### config.mk
export PLATFORM = sky130hd
export DESIGN_NAME = operand_stage
export DESIGN_NICKNAME = d
export VERILOG_FILES = /design/src/rtl/cpu_pkg.sv /design/src/rtl/operand_bypass_mux.sv /design/src/rtl/operand_stage.sv
export SDC_FILE = /design/constraint.sdc
export NUM_CORES = 1
export LEC_CHECK = 0
export ABC_AREA = 1
export BUFFER_PORTS_ARGS = -buffer_cell sky130_fd_sc_hd__buf_2
export CORE_ASPECT_RATIO = 1.4
export CORE_MARGIN = 5
export CORE_UTILIZATION = 48
export DETAILED_ROUTE_END_ITERATION = 10
export PLACE_DENSITY_LB_ADDON = 0.08
export SYNTH_ARGS = -nofsm -noshare
export SYNTH_HDL_FRONTEND = slang
export SYNTH_SLANG_ARGS = --single-unit
### constraint.sdc
create_clock -name clk -period 2.6 [get_ports clk]
set_clock_uncertainty 0.05 [all_clocks]
set_input_delay 0.39 -clock clk [delete_from_list [all_inputs] [get_ports clk]]
set_output_delay 0.39 -clock clk [all_outputs]
set_load 0.02 [all_outputs]
### src/rtl/cpu_pkg.sv
// Shared widths, operand-select encoding and the ID/EX payload layout.
package cpu_pkg;
  localparam int DATA_W = 16;
  localparam int REG_AW = 2;
  localparam int OP_W   = 4;
  localparam int CNT_W  = 16;

  typedef enum logic [1:0] {
    SEL_RF    = 2'd0,
    SEL_EXMEM = 2'd1,
    SEL_MEMWB = 2'd2
  } opsel_e;

  typedef struct packed {
    logic [OP_W-1:0]   op;
    logic [DATA_W-1:0] a;
    logic [DATA_W-1:0] b;
    logic [DATA_W-1:0] store_data;
    logic [REG_AW-1:0] rd;
    logic              reg_write;
    logic              mem_read;
    logic              mem_write;
  } idex_t;
endpackage

### src/rtl/operand_bypass_mux.sv
// Per-source bypass selection: EX/MEM (non-load) over MEM/WB over RF data.
module operand_bypass_mux
  import cpu_pkg::*;
(
  input  logic              i_use,
  input  logic [REG_AW-1:0] i_src,
  input  logic [DATA_W-1:0] i_rf_data,
  input  logic              i_ex_valid,
  input  logic              i_ex_write,
  input  logic              i_ex_is_load,
  input  logic [REG_AW-1:0] i_ex_rd,
  input  logic [DATA_W-1:0] i_ex_data,
  input  logic              i_mem_valid,
  input  logic              i_mem_write,
  input  logic [REG_AW-1:0] i_mem_rd,
  input  logic [DATA_W-1:0] i_mem_data,
  output logic [DATA_W-1:0] o_data,
  output logic              o_load_haz
);
  logic   w_ex_hit;
  logic   w_mem_hit;
  opsel_e w_sel;

  assign w_ex_hit   = i_use && i_ex_valid && i_ex_write && (i_ex_rd == i_src);
  assign w_mem_hit  = i_use && i_mem_valid && i_mem_write && (i_mem_rd == i_src);
  // A load in EX/MEM has no data yet; the stage stalls, so its select is irrelevant.
  assign o_load_haz = w_ex_hit && i_ex_is_load;

  always_comb begin
    w_sel = SEL_RF;
    if (w_ex_hit && !i_ex_is_load) w_sel = SEL_EXMEM;
    else if (w_mem_hit)            w_sel = SEL_MEMWB;
  end

  always_comb begin
    o_data = i_rf_data;
    case (w_sel)
      SEL_EXMEM: o_data = i_ex_data;
      SEL_MEMWB: o_data = i_mem_data;
      default:   o_data = i_rf_data;
    endcase
  end
endmodule

### src/rtl/operand_stage.sv
// Decode-to-execute operand stage: RF addressing, bypass, RAW stall and ID/EX register.
module operand_stage
  import cpu_pkg::*;
(
  input  logic              clk,
  input  logic              reset,
  input  logic              in_valid,
  output logic              in_ready,
  input  logic [OP_W-1:0]   in_op,
  input  logic [REG_AW-1:0] in_rs,
  input  logic [REG_AW-1:0] in_rt,
  input  logic [REG_AW-1:0] in_rd,
  input  logic              in_use_rs,
  input  logic              in_use_rt,
  input  logic              in_use_imm,
  input  logic [DATA_W-1:0] in_imm,
  input  logic              in_reg_write,
  input  logic              in_mem_read,
  input  logic              in_mem_write,
  output logic [REG_AW-1:0] rf_addr1,
  output logic [REG_AW-1:0] rf_addr2,
  input  logic [DATA_W-1:0] rf_data1,
  input  logic [DATA_W-1:0] rf_data2,
  input  logic              ex_fwd_valid,
  input  logic              ex_fwd_write,
  input  logic              ex_fwd_is_load,
  input  logic [REG_AW-1:0] ex_fwd_rd,
  input  logic [DATA_W-1:0] ex_fwd_data,
  input  logic              mem_fwd_valid,
  input  logic              mem_fwd_write,
  input  logic [REG_AW-1:0] mem_fwd_rd,
  input  logic [DATA_W-1:0] mem_fwd_data,
  input  logic              flush,
  output logic              out_valid,
  input  logic              out_ready,
  output logic [OP_W-1:0]   out_op,
  output logic [DATA_W-1:0] out_a,
  output logic [DATA_W-1:0] out_b,
  output logic [DATA_W-1:0] out_store_data,
  output logic [REG_AW-1:0] out_rd,
  output logic              out_reg_write,
  output logic              out_mem_read,
  output logic              out_mem_write,
  output logic [CNT_W-1:0]  stall_cnt
);
  idex_t             r_idex;
  logic              r_valid;
  logic [CNT_W-1:0]  r_stall;
  logic [DATA_W-1:0] w_rs_val, w_rt_val;
  logic              w_lh_rs, w_lh_rt;
  logic              w_idex_rs, w_idex_rt;
  logic              w_hazard, w_slot_free;

  assign rf_addr1 = in_rs;
  assign rf_addr2 = in_rt;

  operand_bypass_mux u_mux_rs (
    .i_use(in_use_rs), .i_src(in_rs), .i_rf_data(rf_data1),
    .i_ex_valid(ex_fwd_valid), .i_ex_write(ex_fwd_write), .i_ex_is_load(ex_fwd_is_load),
    .i_ex_rd(ex_fwd_rd), .i_ex_data(ex_fwd_data),
    .i_mem_valid(mem_fwd_valid), .i_mem_write(mem_fwd_write),
    .i_mem_rd(mem_fwd_rd), .i_mem_data(mem_fwd_data),
    .o_data(w_rs_val), .o_load_haz(w_lh_rs)
  );

  operand_bypass_mux u_mux_rt (
    .i_use(in_use_rt), .i_src(in_rt), .i_rf_data(rf_data2),
    .i_ex_valid(ex_fwd_valid), .i_ex_write(ex_fwd_write), .i_ex_is_load(ex_fwd_is_load),
    .i_ex_rd(ex_fwd_rd), .i_ex_data(ex_fwd_data),
    .i_mem_valid(mem_fwd_valid), .i_mem_write(mem_fwd_write),
    .i_mem_rd(mem_fwd_rd), .i_mem_data(mem_fwd_data),
    .o_data(w_rt_val), .o_load_haz(w_lh_rt)
  );

  // The held ID/EX producer has not executed yet, so it cannot be bypassed.
  assign w_idex_rs   = in_use_rs && r_valid && r_idex.reg_write && (r_idex.rd == in_rs);
  assign w_idex_rt   = in_use_rt && r_valid && r_idex.reg_write && (r_idex.rd == in_rt);
  assign w_hazard    = in_valid && (w_idex_rs || w_idex_rt || w_lh_rs || w_lh_rt);
  assign w_slot_free = !r_valid || out_ready;
  assign in_ready    = !flush && !w_hazard && w_slot_free;

  always_ff @(posedge clk or posedge reset) begin
    if (reset) begin
      r_valid <= 1'b0;
      r_idex  <= '0;
    end else if (flush) begin
      r_valid <= 1'b0;
    end else if (in_valid && in_ready) begin
      r_valid           <= 1'b1;
      r_idex.op         <= in_op;
      r_idex.a          <= w_rs_val;
      r_idex.b          <= in_use_imm ? in_imm : w_rt_val;
      r_idex.store_data <= w_rt_val;
      r_idex.rd         <= in_rd;
      r_idex.reg_write  <= in_reg_write;
      r_idex.mem_read   <= in_mem_read;
      r_idex.mem_write  <= in_mem_write;
    end else if (w_slot_free) begin
      r_valid <= 1'b0;
    end
  end

  always_ff @(posedge clk or posedge reset) begin
    if (reset)                                 r_stall <= '0;
    else if (w_hazard && !flush && r_stall != '1) r_stall <= r_stall + 1'b1;
  end

  assign out_valid      = r_valid;
  assign out_op         = r_idex.op;
  assign out_a          = r_idex.a;
  assign out_b          = r_idex.b;
  assign out_store_data = r_idex.store_data;
  assign out_rd         = r_idex.rd;
  assign out_reg_write  = r_idex.reg_write;
  assign out_mem_read   = r_idex.mem_read;
  assign out_mem_write  = r_idex.mem_write;
  assign stall_cnt      = r_stall;
endmodule

Word-level counts from Yosys, hierarchy flattened
Index checks and enable logic that the tools add are counted.

Register bits: 74. Input bits: 110. Output and inout port bits: 79. Word-level logic and storage cells: 71.

Add/sub/neg operators: 1. Equality and inequality tests: 11. Muxes and demuxes: 10. Bitwise operators: 1. Reductions and logical operators: 38.

Operators by type and width (count): one-hot mux 16 bit (2 select lines) (2); logical AND 1 bit (28); adder 16 x 1 -> 16 bit (second input constant) (1); 2-to-1 mux 16 bit (1); != test 16 bit (second input constant) (1); == test 2 bit (6); 2-to-1 mux 2 bit (4); == test 2 x 1 -> 1 bit (second input constant) (2); == test 2 bit (second input constant) (2); zero test 1 bit (4); logical OR 1 bit (4); 2-to-1 mux 1 bit (3); nonzero test 3 bit (1); AND reduction 2 bit (1); NOT 1 bit (1).

Longest topological paths before layout
Depth after elaboration: 13. Depth in mapped cells: 14. Mapped depth without buffers: 12.

Modules after synthesis
From an unflattened synthesis, not the netlist that was laid out.

Cells, all modules: 657. Area, all modules: 4803.4 um^2.

By module, submodules not included: operand_stage (times used 1, cells an instance 467, area each 3829.9 um^2, sequential area each 1851.8 um^2); operand_bypass_mux (times used 2, cells an instance 95, area each 486.7 um^2, sequential area each 0.0 um^2).

Worst setup path before layout
OpenSTA, ideal clock, no wires.

Path kind: in2out. From: input in_rt[0]. To: output in_ready. Arrival: 1.659 ns. Data required time: 2.160 ns. Path slack: 0.501 ns. Cell stages on the path: 11. Path buffers: 2. Cells stage by stage: buf_4 > inv_2 > nand2_1 > nand2_1 > nor2_2 > nand2_1 > nand2_1 > nand2_2 > a21boi_4 > buf_4 > nor3_1.

Cells in the longest elaborated chain, start to end: 9. Elaborated cells on any way between the ends: 12. Those cells by class: 2 x eq/ne; 10 x reduce/logical.

Ends and longest elaborated chain: start, declared (RTL line operand_stage.sv:11) `input logic [REG_AW-1:0] in_rt,`; == test 2 bit (RTL line operand_stage.sv:77) `assign w_idex_rt = in_use_rt && r_valid && r_idex.reg_write && (r_idex.rd == in_rt);`; logical AND 1 bit (RTL line operand_stage.sv:77); logical OR 1 bit (2 in series) (RTL line operand_stage.sv:78) `assign w_hazard = in_valid && (w_idex_rs || w_idex_rt || w_lh_rs || w_lh_rt);`; logical OR 1 bit (*) (RTL line operand_stage.sv:78); logical AND 1 bit (*) (RTL line operand_stage.sv:78); zero test 1 bit (*) (RTL line operand_stage.sv:80) `assign in_ready = !flush && !w_hazard && w_slot_free;`; logical AND 1 bit (*) (2 in series) (RTL line operand_stage.sv:80); end, declared (RTL line operand_stage.sv:8) `output logic in_ready,`.

Every way passes the cells marked *; elsewhere a longest branch is shown, timed or not.

Worst setup path after layout
From: register r_stall[0] (netlist: stall_cnt[0]). To: register r_stall[10] (netlist: stall_cnt[10]).

Cells in the longest elaborated chain, start to end: 2. Elaborated cells on any way between the ends: 3. Those cells by class: 1 x add/sub; 1 x eq/ne; 1 x reduce/logical.

Ends and longest elaborated chain: start, declared (RTL line operand_stage.sv:48) `logic [CNT_W-1:0] r_stall;`; start signal, assigned (RTL line operand_stage.sv:105) `else if (w_hazard && !flush && r_stall != '1) r_stall <= r_stall + 1'b1;`; parallel branches: the longest is 2 deep, another holds adder 16 x 1 -> 16 bit.

Parallel ways; which one is timed is not known. A chain may end at the register's enable or synchronous reset.

==> results by group <==
Status
  – Status: finished clean

Global route
  – Largest net degree at the start of global routing: 49
  – Total GRT Usage: between 20 and 30%
  – Overflow after GRT: 0
  – Initial antenna violation count: 0
  – Vias in the first global route: between 4000 and 5000
  – First-pass GRT wire length: 22600 um

Floorplan
  – Core area: 8930 um2
  – Die X: 90.1 um
  – Die footprint: 11000 um2
  – Die height: 122 um
  – Initial core utilization: 48.4%
  – IO Pins: 189
  – Row count: 41

Setup path
  – Arr. time, crit path: around 2400 ps
  – Largest stage delay, worst path: about 630 ps
  – Reg-to-Reg End: stall_cnt[10]
  – CP Max Fanout: 17
  – Most used cell, CP: nand2_1
  – Worst-path cell chain: ha_1 > nand3_1 > inv_1 > nand2_1 > nor3_1 > a31oi_2 > nand2_4 > nand2_1 > nand2_1
  – Flop-to-flop setup slack: 360 ps
  – Worst Reg2Reg Path Length in Cells: 9
  – CP max stage cell: a31oi_2
  – RR Startpoint: stall_cnt[0]
  – CP endpoint kind: flip-flop
  – Critical path launch point type: flip-flop
  – Worst EP required: 2770 ps
  – Setup CP Type: reg -> reg

Yosys
  – Distinct cell type count after synthesis: 24
  – Post-synth ARST share: 100%
  – Gate Count Post-Synth: 630
  – Mapped Nets: 741
  – Avg Inst Size Synth: 6.85 um2
  – Yosys reg bits: 74
  – Largest cells by area after synthesis: dfrtp_1 43%, nand2_1 30%, nand3_1 11%
  – Ys flop type: dfrtp_1
  – Ys Warns: 0
  – Top cell type's share of synthesized area: 42.9%
  – Area leader, netlist: dfrtp_1
  – Number of flops mapped to enable cells by yosys: 0
  – Sequential-to-total area share from yosys stat: 42.9%
  – Mapped Area: around 4300 um2

Hold path
  – Worst Hold Class: in -> async

Timing
  – F_max: about 450 MHz
  – Slew headroom: 43.0%
  – Period utilization: 86.0%
  – RSZ-0062 raised after global routing: false
  – Fin worst setup slack: 363 ps
  – Final hold viol count: 0
  – Final Setup Violations: 0
  – Minimum clock period: 2240 ps
  – Final Max Tran Viols: 0
  – Slew @ Worst Pin: roughly 850 ps
  – Setup TNS Final: 0 ps

Place
  – # placed instances: 903
  – IO Port Bufs: roughly 190
  – DP Wirelength: 10700 um
  – Place WS: roughly 360 ps
  – GPL Wtd Cong: 0.913

Route
  – Remaining DRCs: 0
  – Aggregate routed wire length: 14100 um
  – Drt pass-1 iters: 8
  – Via/cell ratio: 5.11
  – Via total after detailed routing: 4693
  – Remaining antenna violation count: 0
  – Wire per inst: 15.3 um
  – Initial DRC count: 270

Clock tree
  – Max clock buf depth: 2
  – Postcts setup bufs: 0
  – Post-cts resize count: 0
  – CTS sink cnt: 74
  – TritonCTS clock tree: yes
  – TritonCTS buffer count: 9
  – CTS clk-pin slew, worst paths: 60 ps
  – Hold buffer count at cts: 0
  – H-tree level count: 3
  – Root buffer cell: clkbuf_16
  – Skew-Pair Late Insertion Delay: 330 ps

Layout
  – Number of diodes: 0
  – Most frequent cells in the layout: 343 x nand2_1, 188 x buf_2, 95 x nand3_1, 74 x dfrtp_1, 24 x inv_1
  – Layout area overhead: 29.8%
  – Most common cell after layout, fill and taps aside: nand2_1
  – Post-route insts no fill: 919
  – NumNets Final: 918
  – Ratio of cells with drive above 1 in the final layout: 27.6%

Job
  – Number of max-cap violations: 0

Power and ir drop
  – Static Leak: approximately 3.3 nW
  – Power per cell area: approximately 640 nW/um2
  – Max VDD drop: 0.000542 V
==> stage by stage <==
stage | power (mW) | util (%) | instance area, um2 | hold WS [ps]
2_1_floorplan | 2.03 | - | 4320 | 447
3_5_place_dp | 2.44 | 59.6 | 5320 | 410
4_1_cts | 3.61 | 62.8 | 5600 | 86.5
5_1_grt | 3.79 | 62.8 | 5600 | 109
6_report | 3.57 | 62.8 | 5600 | 71.3
3_3_place_gp | 2.43 | 59.6 | 5320 | 409
==> metal layers <==
metal,GRT usage [%],wire length (um)
met5,0,0
met4,12.6,588
met3,6.86,1170
met2,45.9,7340
met1,28.0,4960
==> critical path: cells and delay by family (launching register included) <==
family	cells	cell delay [ps]
AOI/OAI and AO/OA	1	630
buffers and inverters	1	70
DFF	1	410
and+or+nand+nor	6	720
adders and majority gates	1	240
==> state kept, by name, indices dropped and copies added, names as in the netlist <==
register / count
out_b: 16
out_op: 4
out_reg_write: 1
out_mem_write: 1
out_store_data: 16
out_a: 16
out_mem_read: 1
stall_cnt: 16
out_rd: 2
out_valid: 1
==> cell type report <==
cell class	count	area [um2]
clock buffer	9	225
tap	107	134
clock inverter	7	53.8
sequential	74	1850
timing repair buffer	198	1050
inverter	27	103
fill	870	3320
multi-input combinational	497	2180
==> synth_stat cells, types with 2 or more instances <==
cell type,number
xor2_1,14
nand3_1,95
dfrtp_1,74
buf_2,11
buf_4,11
nor3_1,7
inv_2,2
clkbuf_1,9
nor2_1,16
nand2_1,343
nor2_2,2
inv_1,25
xnor2_1,10
==> cell families (layout without fill, tap and decap cells) <==
logic type	after synthesis	after routing	synth area share [%]
compound gates	4	4	1.01
xor+xnor	24	24	4.87
fa+ha+maj	1	1	0.290
buf+inv	59	241	6.58
flops	74	74	42.9
simple gates	468	468	44.3
==> worst max-delay path by stage <==
stage                     depth (start not counted)             to         start
after floorplan                                   1       out_a[0]         reset
after global placement                            9   stall_cnt[0]  stall_cnt[0]
after detailed placement                          9  stall_cnt[10]  stall_cnt[0]
after CTS                                         9   stall_cnt[9]  stall_cnt[0]
after global routing                              9  stall_cnt[10]  stall_cnt[0]
final                                             9  stall_cnt[10]  stall_cnt[0]
==> report_power, final <==
group	total (mW)	leakage, nW	switching [mW]	internal, mW
Sequential	1.45	0.945	0.122	1.33
Combinational	0.963	2.21	0.623	0.340
Clock	1.15	0.140	0.501	0.654
No activity file was read; power rests on OpenSTA's default activity.
